<file path="src/rtl/iteration_frame_writer.sv">
`timescale 1ns/1ps
// iteration_frame_writer
//   Sits behind the Mandelbrot engine. Requests bursts of iteration counts
//   over the engine's ready/send_data handshake, buffers them in a FIFO,
//   maps each count to 24-bit RGB and writes pixels sequentially to the
//   frame-buffer write port. Once a whole frame is written it pulses
//   clear_frame back to the engine.
// Ports
//   CLK, SYS_RESET          clock, synchronous active-high reset
//   update, resolution      latch frame size and flush all frame state
//   engine_ready            engine can accept a burst request
//   engine_data             iteration word from engine
//   frame_ready             engine frame_ready, gates clear_frame
//   send_data               one-cycle burst request
//   clear_frame             one-cycle pulse: frame fully written
//   wr_en/wr_addr/wr_data   frame-buffer write request
//   wr_ack                  write accepted this cycle
//   frame_done              last pixel accepted, waiting for clear_frame
module iteration_frame_writer #(
  parameter int unsigned SET_SIZE   = 1,
  parameter int unsigned HBI        = 32,
  parameter int unsigned FIFO_DEPTH = 16,
  parameter int unsigned MAX_ITER   = 255
) (
  input  logic           CLK,
  input  logic           SYS_RESET,
  input  logic           update,
  input  logic [3:0]     resolution,
  input  logic           engine_ready,
  input  logic [HBI-1:0] engine_data,
  input  logic           frame_ready,
  output logic           send_data,
  output logic           clear_frame,
  output logic           wr_en,
  output logic [20:0]    wr_addr,
  output logic [23:0]    wr_data,
  input  logic           wr_ack,
  output logic           frame_done
);

  localparam int unsigned AW = (FIFO_DEPTH > 1) ? $clog2(FIFO_DEPTH) : 1;
  localparam int unsigned CW = AW + 1;
  localparam int unsigned RW = (SET_SIZE > 1) ? $clog2(SET_SIZE) : 1;

  localparam logic [CW-1:0]  DEPTH_C   = CW'(FIFO_DEPTH);
  localparam logic [CW-1:0]  SET_C     = CW'(SET_SIZE);
  localparam logic [RW-1:0]  LAST_BEAT = RW'(SET_SIZE - 1);
  localparam logic [HBI-1:0] MAX_C     = HBI'(MAX_ITER);

  typedef enum logic {S_IDLE, S_RECV} state_t;

  state_t         state;
  logic [RW-1:0]  beat;
  logic [HBI-1:0] mem [FIFO_DEPTH];
  logic [AW-1:0]  rd_ptr;
  logic [AW-1:0]  wr_ptr;
  logic [CW-1:0]  count;
  logic [20:0]    addr;
  logic [20:0]    total_pixels;
  logic [20:0]    res_pixels;
  logic [HBI-1:0] head;
  logic           push;
  logic           pop;

  // The request cycle itself is spent in RECV with send_data still high;
  // data arrives from the following cycle on.
  assign push = (state == S_RECV) && !send_data;
  assign pop  = wr_en && wr_ack;

  assign head        = mem[rd_ptr];
  assign wr_en       = (count != '0) && !frame_done;
  assign wr_addr     = addr;
  assign clear_frame = frame_done && frame_ready;

  always_comb begin
    wr_data = '0;
    if (head < MAX_C)
      wr_data = {head[7:0], head[6:0], 1'b0, 8'hFF - head[7:0]};
  end

  always_comb begin
    case (resolution)
      4'b0001: res_pixels = 21'd480000;
      4'b0011: res_pixels = 21'd786432;
      4'b0010: res_pixels = 21'd921600;
      4'b1000: res_pixels = 21'd1310720;
      default: res_pixels = 21'd307200;
    endcase
  end

  always_ff @(posedge CLK) begin
    if (push)
      mem[wr_ptr] <= engine_data;
  end

  always_ff @(posedge CLK) begin
    if (SYS_RESET) begin
      state        <= S_IDLE;
      beat         <= '0;
      send_data    <= 1'b0;
      rd_ptr       <= '0;
      wr_ptr       <= '0;
      count        <= '0;
      addr         <= '0;
      frame_done   <= 1'b0;
      total_pixels <= 21'd307200;
    end else if (update) begin
      state        <= S_IDLE;
      beat         <= '0;
      send_data    <= 1'b0;
      rd_ptr       <= '0;
      wr_ptr       <= '0;
      count        <= '0;
      addr         <= '0;
      frame_done   <= 1'b0;
      total_pixels <= res_pixels;
    end else begin
      case (state)
        S_IDLE: begin
          if (engine_ready && ((DEPTH_C - count) >= SET_C) && !frame_done) begin
            send_data <= 1'b1;
            beat      <= '0;
            state     <= S_RECV;
          end
        end
        S_RECV: begin
          if (send_data) begin
            send_data <= 1'b0;
          end else if (beat == LAST_BEAT) begin
            state <= S_IDLE;
          end else begin
            beat <= beat + 1'b1;
          end
        end
        default: state <= S_IDLE;
      endcase

      if (push)
        wr_ptr <= wr_ptr + 1'b1;

      if (push && !pop)
        count <= count + 1'b1;
      else if (pop && !push)
        count <= count - 1'b1;

      // wr_en is gated by frame_done, so an accept never coincides with close.
      if (pop) begin
        rd_ptr <= rd_ptr + 1'b1;
        if (addr == total_pixels - 21'd1) begin
          addr       <= '0;
          frame_done <= 1'b1;
        end else begin
          addr <= addr + 1'b1;
        end
      end else if (frame_done && frame_ready) begin
        frame_done <= 1'b0;
      end
    end
  end

endmodule

</file>
<file path="config.mk">
export PLATFORM = sky130hd
export DESIGN_NAME = iteration_frame_writer
export DESIGN_NICKNAME = d
export VERILOG_FILES = /design/src/rtl/iteration_frame_writer.sv
export SDC_FILE = /design/constraint.sdc
export NUM_CORES = 1
export LEC_CHECK = 0
export ABC_AREA = 1
export BUFFER_PORTS_ARGS = -buffer_cell sky130_fd_sc_hd__buf_4
export CAP_MARGIN = 20
export CORE_MARGIN = 5
export CORE_UTILIZATION = 45
export DETAILED_ROUTE_END_ITERATION = 10
export PLACE_DENSITY = 0.72
export SETUP_SLACK_MARGIN = 0.5
export SLEW_MARGIN = 30
export SYNTH_ARGS = -nofsm -noshare
export SYNTH_HDL_FRONTEND = slang
export SYNTH_SLANG_ARGS = --single-unit
export TNS_END_PERCENT = 30
</file>
<file path="constraint.sdc">
create_clock -name CLK -period 7.55 [get_ports CLK]
set_clock_uncertainty 0.15 [all_clocks]
set_input_delay 0.3775 -clock CLK [delete_from_list [all_inputs] [get_ports CLK]]
set_output_delay 0.3775 -clock CLK [all_outputs]
set_load 0.01 [all_outputs]
</file>
; ---- Word level (Yosys, flattened, before mapping)
; Memory sizes are Yosys's and may differ from the RTL's. A register that Yosys moved wholly into a read port is not among the register bits.
; Index checks and enable logic that the tools add are counted.
[classes]
eq_ne = 8
bitwise_logic = 1
add_sub_neg = 9
mux = 22
n_reduce_logical = 18
order_cmp = 2
[op_table]
columns = op, n
row1 = one-hot mux 21 bit (4 select lines), 1
row2 = "< comparator 32 x 8 -> 1 bit, second input constant", 1
row3 = 2-to-1 mux 24 bit, 1
row4 = "adder 21 x 1 -> 21 bit, second input constant", 1
row5 = == test 21 bit, 1
row6 = 2-to-1 mux 21 bit, 1
row7 = "subtractor 21 x 1 -> 21 bit, second input constant", 1
row8 = 2-to-1 mux 1 bit, 12
row9 = 2-to-1 mux 5 bit, 2
row10 = "adder 4 x 1 -> 4 bit, second input constant", 2
row11 = "== test 4 x 2 -> 1 bit, second input constant", 2
row12 = logical AND 1 bit, 8
row13 = 2-to-1 mux 4 bit, 2
row14 = "subtractor 8 bit, first input constant", 1
row15 = one-hot mux 1 bit (2 select lines), 3
row16 = "adder 5 x 1 -> 5 bit, second input constant", 1
row17 = ">= comparator 5 x 1 -> 1 bit, second input constant", 1
row18 = nonzero test 5 bit, 1
row19 = "subtractor 5 x 1 -> 5 bit, second input constant", 1
row20 = "subtractor 5 bit, first input constant", 1
row21 = "== test 4 x 1 -> 1 bit, second input constant", 1
row22 = "== test 4 bit, second input constant", 1
row23 = zero test 1 bit, 4
row24 = "!= test 2 bit, second input constant", 2
row25 = other kinds (6), 8
[word_totals]
regBits = 59
ram_bits = 512
in_bits = 42
mem_count = 1
output_inout_bits = 49
elab_cells = 70
[mem_list]
columns = name, words, word_bits, rd, rd_ports_with_merged_regs, write_ports, line
row1 = mem, 16, 32, 1, 1, 1, 54  ; logic [HBI-1:0] mem [FIFO_DEPTH];

; ---- Longest topological paths before layout
[logic_depth]
word_depth = 6
mapped_depth = 18
ltp_nobuf = 18

; ---- Worst setup path after synthesis
; No wires, ideal clock.
[synth_timing]
kind = register -> register
startpoint = register send_data
endpoint = memory mem[11][0] (enable)
period_less_slack_ps = 2894
required_time_ps = 6979
setup_time_ps = 421
stages_incl_launch_ff = 6
n_path_buf = 0
t_arrival_ps = 2323
slack_ps = 4656
cell_sequence = dfxtp_1 > nor2_1 > inv_1 > nor2_1 > nand2_1 > nor2_1
[synth_between]
elab_chain_cells = 4
[synth_rtl]
columns = item, line
row1 = from (decl), 32  ; output logic send_data,
row2 = from (signal assigned), 100  ; send_data <= 1'b0;
row3 = from (signal assigned), 110  ; send_data <= 1'b0;
row4 = from (signal assigned), 121  ; send_data <= 1'b1;
row5 = zero test 1 bit, 67  ; assign push = (state == S_RECV) && !send_data;
row6 = logical AND 1 bit, 67
row7 = named net push, 62  ; logic push;
row8 = 2-to-1 mux 1 bit, 92  ; if (push)
row9 = 2-to-1 mux 1 bit (not written as such), 93  ; mem[wr_ptr] <= engine_data;
row10 = to (decl), 54
; The timed path passes the listed nets, and every way through them passes these cells.

==> results.cfg <==
[pwr]
leakagePower_nw = 8.84
power_per_cell_area_nw_per_um2 = 253
peakVddDrop_mv = 0.167
power_mw = 6.41

[setup_path]
r2r_start = count[0]
r2r-end = count[4]
cp.arrival_ns = 3.46
critical_path.max_fanout = 78
cp-end-kind = output pin
regToRegSetupSlack_ns = 4.47
r2r_cells = 17
critPathLaunchType = flip-flop
crit_required_ns = 7.02
endpoint = wr_data[16]
criticalPathCategory = reg -> out

[grt]
grt-ovfl-total = 0
grt_max_degree = 79
grt_pass1_wl_um = 73600
grt_pass1_vias = 13200
antenna_found_initial = 2
track_usage = 0.177

[detailed_routing]
avgRoutedWirePerCell_um = 18.7
drt_iter0_markers = 1277
drt-total-wl_um = 46300
vias = 12900
detail-route-antenna-nets = 0
viasPerCell = 5.19
drc = 0
drt_pass1_iterations = 5

[clock_tree]
clk_pin_slew_ns = 0.06
cts-root-buf = clkbuf_16
cts_resized = 0
cts_max_path_buffers = 3
cts_num_sinks = 559
cts_tree = done
htree_num_levels = 2
cts_inserted_buffers = 54
insertion_delay_ns = 0.59

[timing]
fin_crit_sh = 0.528
finalHoldViolations = 0
rsz0062_at_grt = no
timing.fmax_ghz = 0.251
slew_violations = 0
max_slew_margin = 0.391
worst_pin_slew_ns = 0.914
setup_viol = 0
finalSetupTns_ns = 0
finalCriticalPeriod_ns = 3.99

[final_layout]
multi_input_area_um2 = 4440
final_layout_size_suffix_gt1_frac = 0.129
fill_cells = 3857
fin_nets = 1880
area_delta_synth_final_pct = 18.0
seqCellArea_um2 = 16300
fin_util = 0.534

[die]
die_y_um = 228
fp.dieW_um = 228
start_util = 0.452
io_pins = 91
dieArea_um2 = 52100
rows = 80
core_area_um2 = 47400

[placement]
place_congestion = 0.812
dp_hpwl_um = 27700
port-buffer-count = 89

[synthesis]
seq_area_frac_synth = 0.761
ys_types = 41
syn-instance-count = 1663
avgSynthCellArea_um2 = 12.9
syn_nets = 1721
synth-seq-cells = 559
netlist_area_um2 = 21400
yosysWarningCount = 0

[min_path]
worstHoldPathType = in -> reg

[run_status]
status = completed

[run]
cap_violations = 0
## registers in the layout (all words and copies together) (netlist names), named ones only
signal	count
rd_ptr	4
state	1
send_data	1
frame_done	1
total_pixels	6
count	5
mem	512
wr_ptr	4
wr_addr	21
## Yosys cell counts, drive strengths merged
cell type / number / area [um2]
o2111ai: 2 / 17.5
nor3: 46 / 235
a31oi: 1 / 6.26
a211oi: 4 / 30.0
a41oi: 1 / 8.76
clkinv: 3 / 11.3
inv: 126 / 473
o211ai: 33 / 248
or2: 19 / 119
buf: 41 / 284
nand4: 7 / 43.8
edfxtp: 512 / 15400
o22ai: 2 / 12.5
o32ai: 1 / 8.76
ha: 15 / 188
nor4b: 1 / 8.76
dfxtp: 47 / 941
o21ai: 79 / 395
nand2: 218 / 833
o31ai: 1 / 7.51
xor2: 8 / 70.1
clkbuf: 12 / 45.0
nor4: 1 / 6.26
xnor2: 2 / 17.5
nand3: 103 / 515
nor2: 343 / 1330
nand3b: 10 / 75.1
conb: 1 / 3.75
a21o: 1 / 7.51
a21oi: 21 / 105
and3: 1 / 6.26
fa: 1 / 20.0
## power breakdown
group | internal (mW) | switching [mW]
logic | 0.123 | 0.244
clock network | 1.48 | 1.14
registers | 3.40 | 0.0181
## area by class of cell
cell class	instances	area share
Sequential cell	559	0.645
Multi-Input combinational cell	922	0.175
Timing Repair Buffer	156	0.0627
Clock buffer	64	0.0557
Tap cell	615	0.0304
Inverter	129	0.0192
Clock inverter	32	0.0118
Antenna cell	2	0.000198
## metrics by stage
| stage | hold WS [ns] | instance area, um2 | setup WS [ns] | cells |
|---|---|---|---|---|
| floorplan | 0.250 | 21400 | 4.66 | 1663 |
| global placement | 0.260 | 22700 | 4.15 | 2322 |
| detailed placement | 0.269 | 23200 | 4.20 | 2338 |
| CTS | 0.00716 | 25300 | 3.53 | 2477 |
| global route | 0.0317 | 25300 | 3.26 | 2478 |
| finish | 0.0369 | 25300 | 3.56 | 2479 |
## placed cells by master, fill, tap and decap left out, types with 2 or more instances in the layout
cell type	instances
clkbuf_1	9
o211ai_1	33
nand4_1	7
nor3_1	45
buf_16	15
dfxtp_1	45
dlygate4sd3_1	43
clkinv_4	4
xor2_1	8
ha_1	15
clkinv_2	9
or2_2	12
clkinvlp_4	3
edfxtp_1	512
clkbuf_16	55
o21ai_0	69
or2_1	7
nand3b_1	10
inv_6	3
inv_1	124
o22ai_1	2
bufinv_16	4
clkinv_1	11
nand3_1	103
a21oi_1	21
o2111ai_1	2
xnor2_1	2
nand2_4	2
nor2_2	13
a211oi_1	4
nor2_1	313
buf_4	97
diode_2	2
nand2_1	216
o21ai_1	10
nor2_4	17
## per-layer routing
layer	routed length, um	vias to the layer above	global-route usage
met5	0	-	0
met1	19100	6226	0.233
met2	22900	442	0.305
met3	3320	81	0.0324
met4	1070	0	0.0522
li1	-	6109	-
## repair_timing
| action | CTS | global route |
|---|---|---|
| hold endpoints to repair | 508 | 0 |
| setup buffers | 0 | 0 |
| hold buffers | 43 | 0 |
## critical path, cell delays in order (launching register included)
cell	delay (ns)
dfxtp_4	0.45
inv_2	0.16
buf_4	0.67
nand2_1	0.12
nor2_1	0.16
nand2_1	0.06
nand2_1	0.07
nand3_1	0.07
nand2_1	0.06
nand3_1	0.08
nand2_1	0.12
nand2_1	0.09
nand2_1	0.16
nand2_4	0.16
nor2_2	0.16
buf_4	0.14
## logic make-up after synthesis
group	synth area share
xor gates and xnor gates	0.00408
and+or+nand+nor	0.148
AOI/OAI and AO/OA	0.0395
adders and majority gates	0.00968
buffers and inverters	0.0379
other	0.000175
DFF	0.761
## worst min path at each step
stage	startpoint	end	slack [ns]	cells past startpoint
2_1_floorplan	state	send_data	0.25	1
3_3_place_gp	state	send_data	0.26	1
3_5_place_dp	state	send_data	0.27	1
4_1_cts	wr_ack	wr_addr[1]	0.007	4
5_1_grt	wr_ack	wr_addr[1]	0.03	4
6_report	wr_ack	wr_addr[1]	0.04	4
No activity file was read; power rests on OpenSTA's default activity.
